[src/rtl/adf4159_pkg.sv]
// Shared types and default timeouts for the ADF4159 load sequencer.
package adf4159_pkg;

    typedef enum logic [2:0] {
        ST_IDLE         = 3'd0,
        ST_WAIT_FREE    = 3'd1,
        ST_LOAD         = 3'd2,
        ST_WAIT_BUSY_LO = 3'd3,
        ST_WAIT_LOCK    = 3'd4,
        ST_DONE         = 3'd5
    } seq_state_e;

    localparam int unsigned DEF_BUSY_TO_CYC = 4096;
    localparam int unsigned DEF_LOCK_TO_CYC = 65535;

endpackage

[src/rtl/adf4159_load_seq_timeout.sv]
// Saturating wait-cycle counter; expired is high on the limit-th enabled cycle after clear.
// Registered count, combinational expired; clear takes priority over enable.
module seq_timeout #(
    parameter int unsigned W = 17
) (
    input  logic         clk,
    input  logic         rst,
    input  logic         clear,
    input  logic         enable,
    input  logic [W-1:0] limit,
    output logic         expired
);

    localparam logic [W:0] ONE = (W+1)'(1);

    logic [W-1:0] cnt_q;
    logic [W-1:0] cnt_d;

    // cnt_q counts cycles already spent, so the current cycle is number cnt_q+1
    assign expired = ({1'b0, cnt_q} + ONE) >= {1'b0, limit};

    always_comb begin
        cnt_d = cnt_q;
        if (clear) begin
            cnt_d = '0;
        end else if (enable && !expired) begin
            cnt_d = cnt_q + W'(1);
        end
    end

    always_ff @(posedge clk) begin
        if (!rst) begin
            cnt_q <= '0;
        end else begin
            cnt_q <= cnt_d;
        end
    end

endmodule

[src/rtl/adf4159_load_seq.sv]
// Multi-channel synthesizer load sequencer: waits free, pulses load until busy, waits busy low
// (and lock when ADF4159_LOAD_SEQ_LOCK_WAIT_EN is defined); per-state timeouts report failing channels.
module adf4159_load_seq
    import adf4159_pkg::*;
#(
    parameter int unsigned NUM_CH      = 6,
    parameter int unsigned BUSY_TO_CYC = DEF_BUSY_TO_CYC,
    parameter int unsigned LOCK_TO_CYC = DEF_LOCK_TO_CYC
) (
    input  logic              clk,
    input  logic              rst,
    input  logic              trig,
    input  logic [NUM_CH-1:0] trig_mask,
    input  logic [NUM_CH-1:0] busy,
    input  logic [NUM_CH-1:0] lock,
    output logic [NUM_CH-1:0] load,
    output logic              seq_busy,
    output logic              done,
    output logic [NUM_CH-1:0] err_mask,
    output logic              pending
);

    localparam int unsigned TO_MAX = (BUSY_TO_CYC > LOCK_TO_CYC) ? BUSY_TO_CYC : LOCK_TO_CYC;
    localparam int unsigned TO_W   = $clog2(TO_MAX + 1);

    seq_state_e        state_q, state_d;
    logic [NUM_CH-1:0] act_mask_q, act_mask_d;
    logic [NUM_CH-1:0] err_mask_q, err_mask_d;
    logic [NUM_CH-1:0] pend_mask_q, pend_mask_d;
    logic              pending_q, pending_d;

    logic              to_en;
    logic              to_expired;
    logic [TO_W-1:0]   to_limit;
    logic [NUM_CH-1:0] busy_act;
    logic [NUM_CH-1:0] next_mask;

    assign busy_act = busy & act_mask_q;

    always_comb begin
        state_d     = state_q;
        act_mask_d  = act_mask_q;
        err_mask_d  = err_mask_q;
        pend_mask_d = pend_mask_q;
        pending_d   = pending_q;
        to_en       = 1'b0;
        to_limit    = TO_W'(BUSY_TO_CYC);
        next_mask   = pend_mask_q | (trig ? trig_mask : '0);

        if (state_q != ST_IDLE && trig) begin
            pend_mask_d = pend_mask_q | trig_mask;
            pending_d   = 1'b1;
        end

        case (state_q)
            ST_IDLE: begin
                if (trig) begin
                    act_mask_d = trig_mask;
                    err_mask_d = '0;
                    state_d    = (trig_mask != '0) ? ST_WAIT_FREE : ST_DONE;
                end
            end
            ST_WAIT_FREE: begin
                to_en = 1'b1;
                if (busy_act == '0) begin
                    state_d = ST_LOAD;
                end else if (to_expired) begin
                    err_mask_d = busy_act;
                    state_d    = ST_DONE;
                end
            end
            ST_LOAD: begin
                to_en = 1'b1;
                if (busy_act == act_mask_q) begin
                    state_d = ST_WAIT_BUSY_LO;
                end else if (to_expired) begin
                    err_mask_d = act_mask_q & ~busy;
                    state_d    = ST_DONE;
                end
            end
            ST_WAIT_BUSY_LO: begin
                to_en = 1'b1;
                if (busy_act == '0) begin
`ifdef ADF4159_LOAD_SEQ_LOCK_WAIT_EN
                    state_d = ST_WAIT_LOCK;
`else
                    state_d = ST_DONE;
`endif
                end else if (to_expired) begin
                    err_mask_d = busy_act;
                    state_d    = ST_DONE;
                end
            end
            // Only entered when the lock wait is compiled in
            ST_WAIT_LOCK: begin
                to_en    = 1'b1;
                to_limit = TO_W'(LOCK_TO_CYC);
                if ((lock & act_mask_q) == act_mask_q) begin
                    state_d = ST_DONE;
                end else if (to_expired) begin
                    err_mask_d = act_mask_q & ~lock;
                    state_d    = ST_DONE;
                end
            end
            ST_DONE: begin
                // A trig landing in this cycle joins whatever was already queued
                if (pending_q || trig) begin
                    pend_mask_d = '0;
                    pending_d   = 1'b0;
                    err_mask_d  = '0;
                    act_mask_d  = next_mask;
                    state_d     = (next_mask != '0) ? ST_WAIT_FREE : ST_DONE;
                end else begin
                    state_d = ST_IDLE;
                end
            end
            default: begin
                state_d = ST_IDLE;
            end
        endcase
    end

    always_ff @(posedge clk) begin
        if (!rst) begin
            state_q     <= ST_IDLE;
            act_mask_q  <= '0;
            err_mask_q  <= '0;
            pend_mask_q <= '0;
            pending_q   <= 1'b0;
        end else begin
            state_q     <= state_d;
            act_mask_q  <= act_mask_d;
            err_mask_q  <= err_mask_d;
            pend_mask_q <= pend_mask_d;
            pending_q   <= pending_d;
        end
    end

    seq_timeout #(
        .W (TO_W)
    ) u_timeout (
        .clk     (clk),
        .rst     (rst),
        .clear   (state_d != state_q),
        .enable  (to_en),
        .limit   (to_limit),
        .expired (to_expired)
    );

    assign load     = (state_q == ST_LOAD) ? act_mask_q : '0;
    assign seq_busy = (state_q != ST_IDLE);
    assign done     = (state_q == ST_DONE);
    assign err_mask = err_mask_q;
    assign pending  = pending_q;

endmodule

[config.mk]
export PLATFORM = sky130hd
export DESIGN_NAME = adf4159_load_seq
export DESIGN_NICKNAME = d
export VERILOG_FILES = /design/src/rtl/adf4159_pkg.sv /design/src/rtl/adf4159_load_seq_timeout.sv /design/src/rtl/adf4159_load_seq.sv
export SDC_FILE = /design/constraint.sdc
export NUM_CORES = 1
export LEC_CHECK = 0
export CORE_MARGIN = 4
export CORE_UTILIZATION = 50
export DETAILED_ROUTE_END_ITERATION = 7
export DONT_BUFFER_PORTS = 1
export GPL_TIMING_DRIVEN = 0
export PLACE_DENSITY_LB_ADDON = 0.1
export SYNTH_ARGS = -nofsm -noshare
export SYNTH_HDL_FRONTEND = slang
export SYNTH_SLANG_ARGS = --single-unit
[constraint.sdc]
create_clock -name clk -period 3.3 [get_ports clk]
set_input_delay 0.33 -clock clk [delete_from_list [all_inputs] [get_ports clk]]
set_output_delay 0.33 -clock clk [all_outputs]
set_load 0.005 [all_outputs]
### Yosys cells after proc, flatten, opt, wreduce, memory -nomap -nowiden

Index checks and enable logic that the tools add are counted.
W data, S select, Z words.

* register bits after elaboration: 38

* $add $sub $neg: 2
* $lt $le $gt $ge: 1
* equal/unequal tests: 16
* multiplexer cells: 32
* bitwise operators: 9
* reduce and logical (&&, ||, !) cells: 16

Operators with widths (number)
* $mux W6: 15
* $pmux W6 S5: 1
* $mux W3: 9
* $and A6 B6 Y6: 4
* $pmux W3 S6: 1
* $add A16 B1 Y17 const B: 1
* $ge A17 B16 Y1: 1
* $add A16 B1 Y16 const B: 1
* $mux W16: 1
* $eq A6 B6 Y1: 2
* $not A6 Y6: 2
* $or A6 B6 Y6: 2
* $pmux W6 S2: 1
* $reduce_bool A6 Y1: 2
* $reduce_and A9 Y1: 1
* $ne A2 B1 Y1 const B: 4
* $ne A2 B2 Y1 const B: 4
* $eq A3 B2 Y1 const B: 2
* $eq A3 B3 Y1 const B: 2
* $logic_not A6 Y1: 1
* $reduce_bool A5 Y1: 1
* $mux W1: 4
* $reduce_or A2 Y1: 2
* $reduce_or A4 Y1: 1
* 10 further kinds: 11

### Longest topological paths before layout

* depth after elaboration: 8
* mapped depth: 16
* gate-level depth less buffers: 14

### Modules after synthesis

A second synthesis with hierarchy kept.

* cells, all modules: 362
* area, all modules: 2864.0 µm²

By module, submodules not included
* adf4159_load_seq: instances 1, cells each 189, area each 1488.9 µm², seq. area each 440.4 µm²
* seq_timeout: instances 1, cells each 173, area each 1375.1 µm², seq. area each 320.3 µm²

### Worst setup path after synthesis

No wires, ideal clock.

* kind: reg2reg
* start: reg u_timeout.cnt_q[4]
* end: reg u_timeout.cnt_q[15]
* setup time: 0.066 ns
* arrival time: 3.583 ns
* data required time: 3.234 ns
* path slack: -0.349 ns
* cell stages (with the launch flop): 16
* buffers on the path: 1
* cells stage by stage: dfxtp_1 -> and3_1 -> and4_1 -> nand3_2 -> or2_4 -> or3_4 -> xnor2_1 -> ha_1 -> a21oi_1 -> nand2_1 -> a2111oi_0 -> o311a_1 -> nor2_2 -> buf_6 -> or4_4 -> a21oi_2

* longest elaborated chain between the ends: 7
* elaborated cells on any way between the ends: 13
* those cells by class: add/sub (2); order compare (1); eq/ne (1); mux (6); reduce/logical (3)

RTL lines
* start, declared: RTL line adf4159_load_seq_timeout.sv:16 `logic [W-1:0] cnt_q;`
* start signal, assigned: RTL line adf4159_load_seq_timeout.sv:35 `cnt_q <= cnt_d;`
* $add A16 B1 Y17: RTL line adf4159_load_seq_timeout.sv:20 `assign expired = ({1'b0, cnt_q} + ONE) >= {1'b0, limit};`
* $ge A17 B16 Y1: RTL line adf4159_load_seq_timeout.sv:20
* $mux W3
* $mux W3, on equally long branches
* $pmux W3 S6: RTL line adf4159_load_seq.sv:55 `case (state_q)`
* $ne A3 B3 Y1: RTL line adf4159_load_seq.sv:144 `.clear (state_d != state_q),`
* $reduce_or A2 Y1 (no source line)

Parallel ways exist; a longest one is shown, timed or not.
A chain may end at the register's enable or synchronous reset.

### Final worst setup path

* start: reg u_timeout.cnt_q[4]
* end: reg u_timeout.cnt_q[7]

The elaborated chain is that of the path after synthesis.

==> qor.txt <==
Status: complete, but fails checks
Failing checks: negative setup slack
Clk_skew: 0.00597 ns
Area growth syn-to-layout: 21.8%
Synthesized area: 0.00272 sq mm
Core area: 0.00517 sq mm
Clock sink total: 38
Post-Route WL: 7720 um
DIE HEIGHT: 81.7 um
CP Cell Sequence: and3_4, and4_1, nand3_2, or2_4, or3_4, xnor2_2, ha_1, a21oi_2, nand2_2, a2111oi_4, o311a_1, nor2_4, buf_6, or4_4, a21oi_2
DR top layer: met4
Hold Slack: 0.174 ns
N_diodes: 0
Top cell type by total area after synthesis: dfxtp_1
Most frequent CP cell: a21oi_2
Routability cong.: 0.902
CP max stage delay: 0.48 ns
CTS Hold Buffers Added: 0
Pin count of the biggest net entering global routing: 17
Final #Nets: 400
Rel. slew slack: 0.310
Leakage: 0.00121 uW
Worst Slack Setup Final: -0.291 ns
Synth top area share: 0.280
Total GRT Usage: 0.245
Final HPWL DP: 5280 um
Final setup vio count: 25
Antenna violations before repair: 0
Routed wl met3: 506 um
IO Pins: 36
Chip width: 81.7 um
Slew Viols, Final: 0
Synth Flop Type: dfxtp_1
Port bufs: 0
Pre-CTS setup slack: -0.516 ns
P per Cell Area: 464 mW/mm^2
Ys async rst share: 0
Max clock buf depth: 2
Most frequent cell after synthesis: dfxtp_1
CP Buf/Inv Count: 1
Fraction of layout cells with a size suffix above 1: 0.234
CTS Buf Count: 5
Critical Path AT: 3.83 ns
Max Clk Rate: 278 MHz
Unrepaired setup endpoints after global routing: yes
Hold Violations, Final: 0
WP data required: 3.54 ns
Grt total ovfl: 0
Syn avg cell area: 8.08 sq um
Post-synthesis cell type count: 62
Met1 Wirelength: 3740 um
Sequential area share after synthesis: 0.280
CP Capture Type: flop
Starting density of the core: 0.525
Slowest CP cell: or4_4
Startpoint Class: flop
Syn Nets: 373
H-Tree Depth: 2
First-pass GRT wire length: 12700 um
Top post-synthesis cells by area: dfxtp_1 (28%), ha_1 (7.4%), a21oi_1 (5.7%), nand2_1 (3.3%), nor2_1 (3.3%)
Top Family by Delay on Critical Path: simple AND/OR/NAND/NOR gates
Worst slew pin tran: 1.03 ns
Die area: 0.00667 sq mm
Max cap viols: 0
Met2 wire length: 3330 um
Pre-antenna DRT Iters: 4
Period utilization: 1.09
Drt wl/cell: 17.8 um
Worst skew pair latency: 0.30 ns
CTS clk-pin slew, worst paths: 0.08 ns
Syn Inst Count: 336
Commonest cells in the synthesized netlist: dfxtp_1 (38), a21oi_1 (31), nand2_1 (24), nor2_1 (24), ha_1 (16)
Drt via density: 6.36
CTS Root Cell: clkbuf_8
TritonCTS clock tree: done
Tmin final: 3.59 ns
Post-synth EDFFs: 0
Vias after detailed routing: 2759
Hold WC Path Type: in2reg
Seq cells post-synth: 38
Routed Antenna Nets: 0
Placement Rows: 26
Worst-path fanout max: 7
Yosys warnings: 0
Number of global-route vias before repair: 2582
Number of remaining DRC errors: 0
Drt initial violations: 190
FILL cells: 475
Max VDD drop: 0.238 mV
Critical path class: reg2reg
## layout make-up
type / count / area (sq um) / area share
multi-input combinational: 271 / 2000 / 0.604
sequential: 38 / 777 / 0.235
timing repair buffer: 20 / 170 / 0.0514
buffer: 17 / 125 / 0.0378
tap: 70 / 87.6 / 0.0265
clock buffer: 5 / 68.8 / 0.0208
clock inverter: 3 / 45.0 / 0.0136
inverter: 10 / 37.5 / 0.0113
## cell usage in the layout, fill, tap and decap left out, types with 3 or more instances in the layout
cell type / instances
nand4_1: 7
a22oi_1: 9
buf_4: 17
buf_6: 5
mux2i_1: 5
xnor2_1: 9
nor3_1: 11
o21ai_0: 9
nand3_1: 15
inv_1: 7
a21oi_1: 20
nand2_1: 23
ha_1: 16
xor2_1: 3
dfxtp_4: 4
or4_4: 6
or3_1: 6
nor4_1: 4
o22ai_1: 10
nand2b_1: 4
a21oi_2: 12
clkbuf_1: 9
o31ai_2: 4
dfxtp_1: 33
nor2_1: 23
or4_1: 6
o31ai_1: 7
a21o_1: 3
clkbuf_8: 5
a211oi_1: 8
a22o_1: 7
## power by group
group | internal (uW) | switching [uW] | total [uW]
clock network | 225 | 186 | 411
logic | 231 | 361 | 591
registers | 495 | 37.5 | 533
## flip-flops by register name, summed over array words and instances (netlist names)
signal	flops
u_timeout.cnt_q	16
err_mask	6
pending	1
pend_mask_q	6
state_q	3
act_mask_q	6
## per-layer routing
| metal | vias to the layer above | GRT usage |
|---|---|---|
| met5 | - | 0 |
| met4 | 0 | 0.0864 |
| met3 | 16 | 0.0592 |
| met2 | 85 | 0.357 |
| met1 | 1305 | 0.348 |
| li1 | 1353 | - |
## stage by stage
step                 util  total power [uW]  cells  cell area [sq um]  setup TNS (ns)
CTS                 0.608              1500    424               3150           -6.71
floorplan               -               924    336               2740           -1.23
global placement    0.547              1030    406               2830           -8.70
global route        0.640              1630    434               3310           -9.51
finish              0.640              1530    434               3310           -5.35
detailed placement  0.547              1040    406               2830          -10.30
## worst paths after layout
kind                                            to  slack, ns               start  depth (start not counted)
worst max-delay path            u_timeout.cnt_q[7]      -0.29  u_timeout.cnt_q[4]                         15
worst min-delay path                pend_mask_q[0]       0.17        trig_mask[0]                          2
worst max register to register  u_timeout.cnt_q[7]      -0.29  u_timeout.cnt_q[4]                         15
worst min register to register         err_mask[1]       0.49         err_mask[1]                          2
## timing repair
action / in CTS / in global routing
buffers inserted: 9 / 10
gates cloned: 1 / 0
hold endpoints to repair: 0 / 0
pin swaps: 23 / 12
setup endpoints to repair: 25 / 25
gates resized for setup: 25 / 23
## logic make-up (layout without fill, tap and decap cells)
logic type	after synthesis	after routing	share of synthesized area
AO/OA/AOI/OAI	106	106	0.270
XOR/XNOR	13	13	0.0419
adder cells (fa/ha/maj)	16	16	0.0737
buffers and inverters	27	55	0.0470
flip-flops	38	38	0.280
multiplexers	6	6	0.0221
AND/OR/NAND/NOR	130	130	0.265
Note: power is estimated with default switching activity, not from simulation.
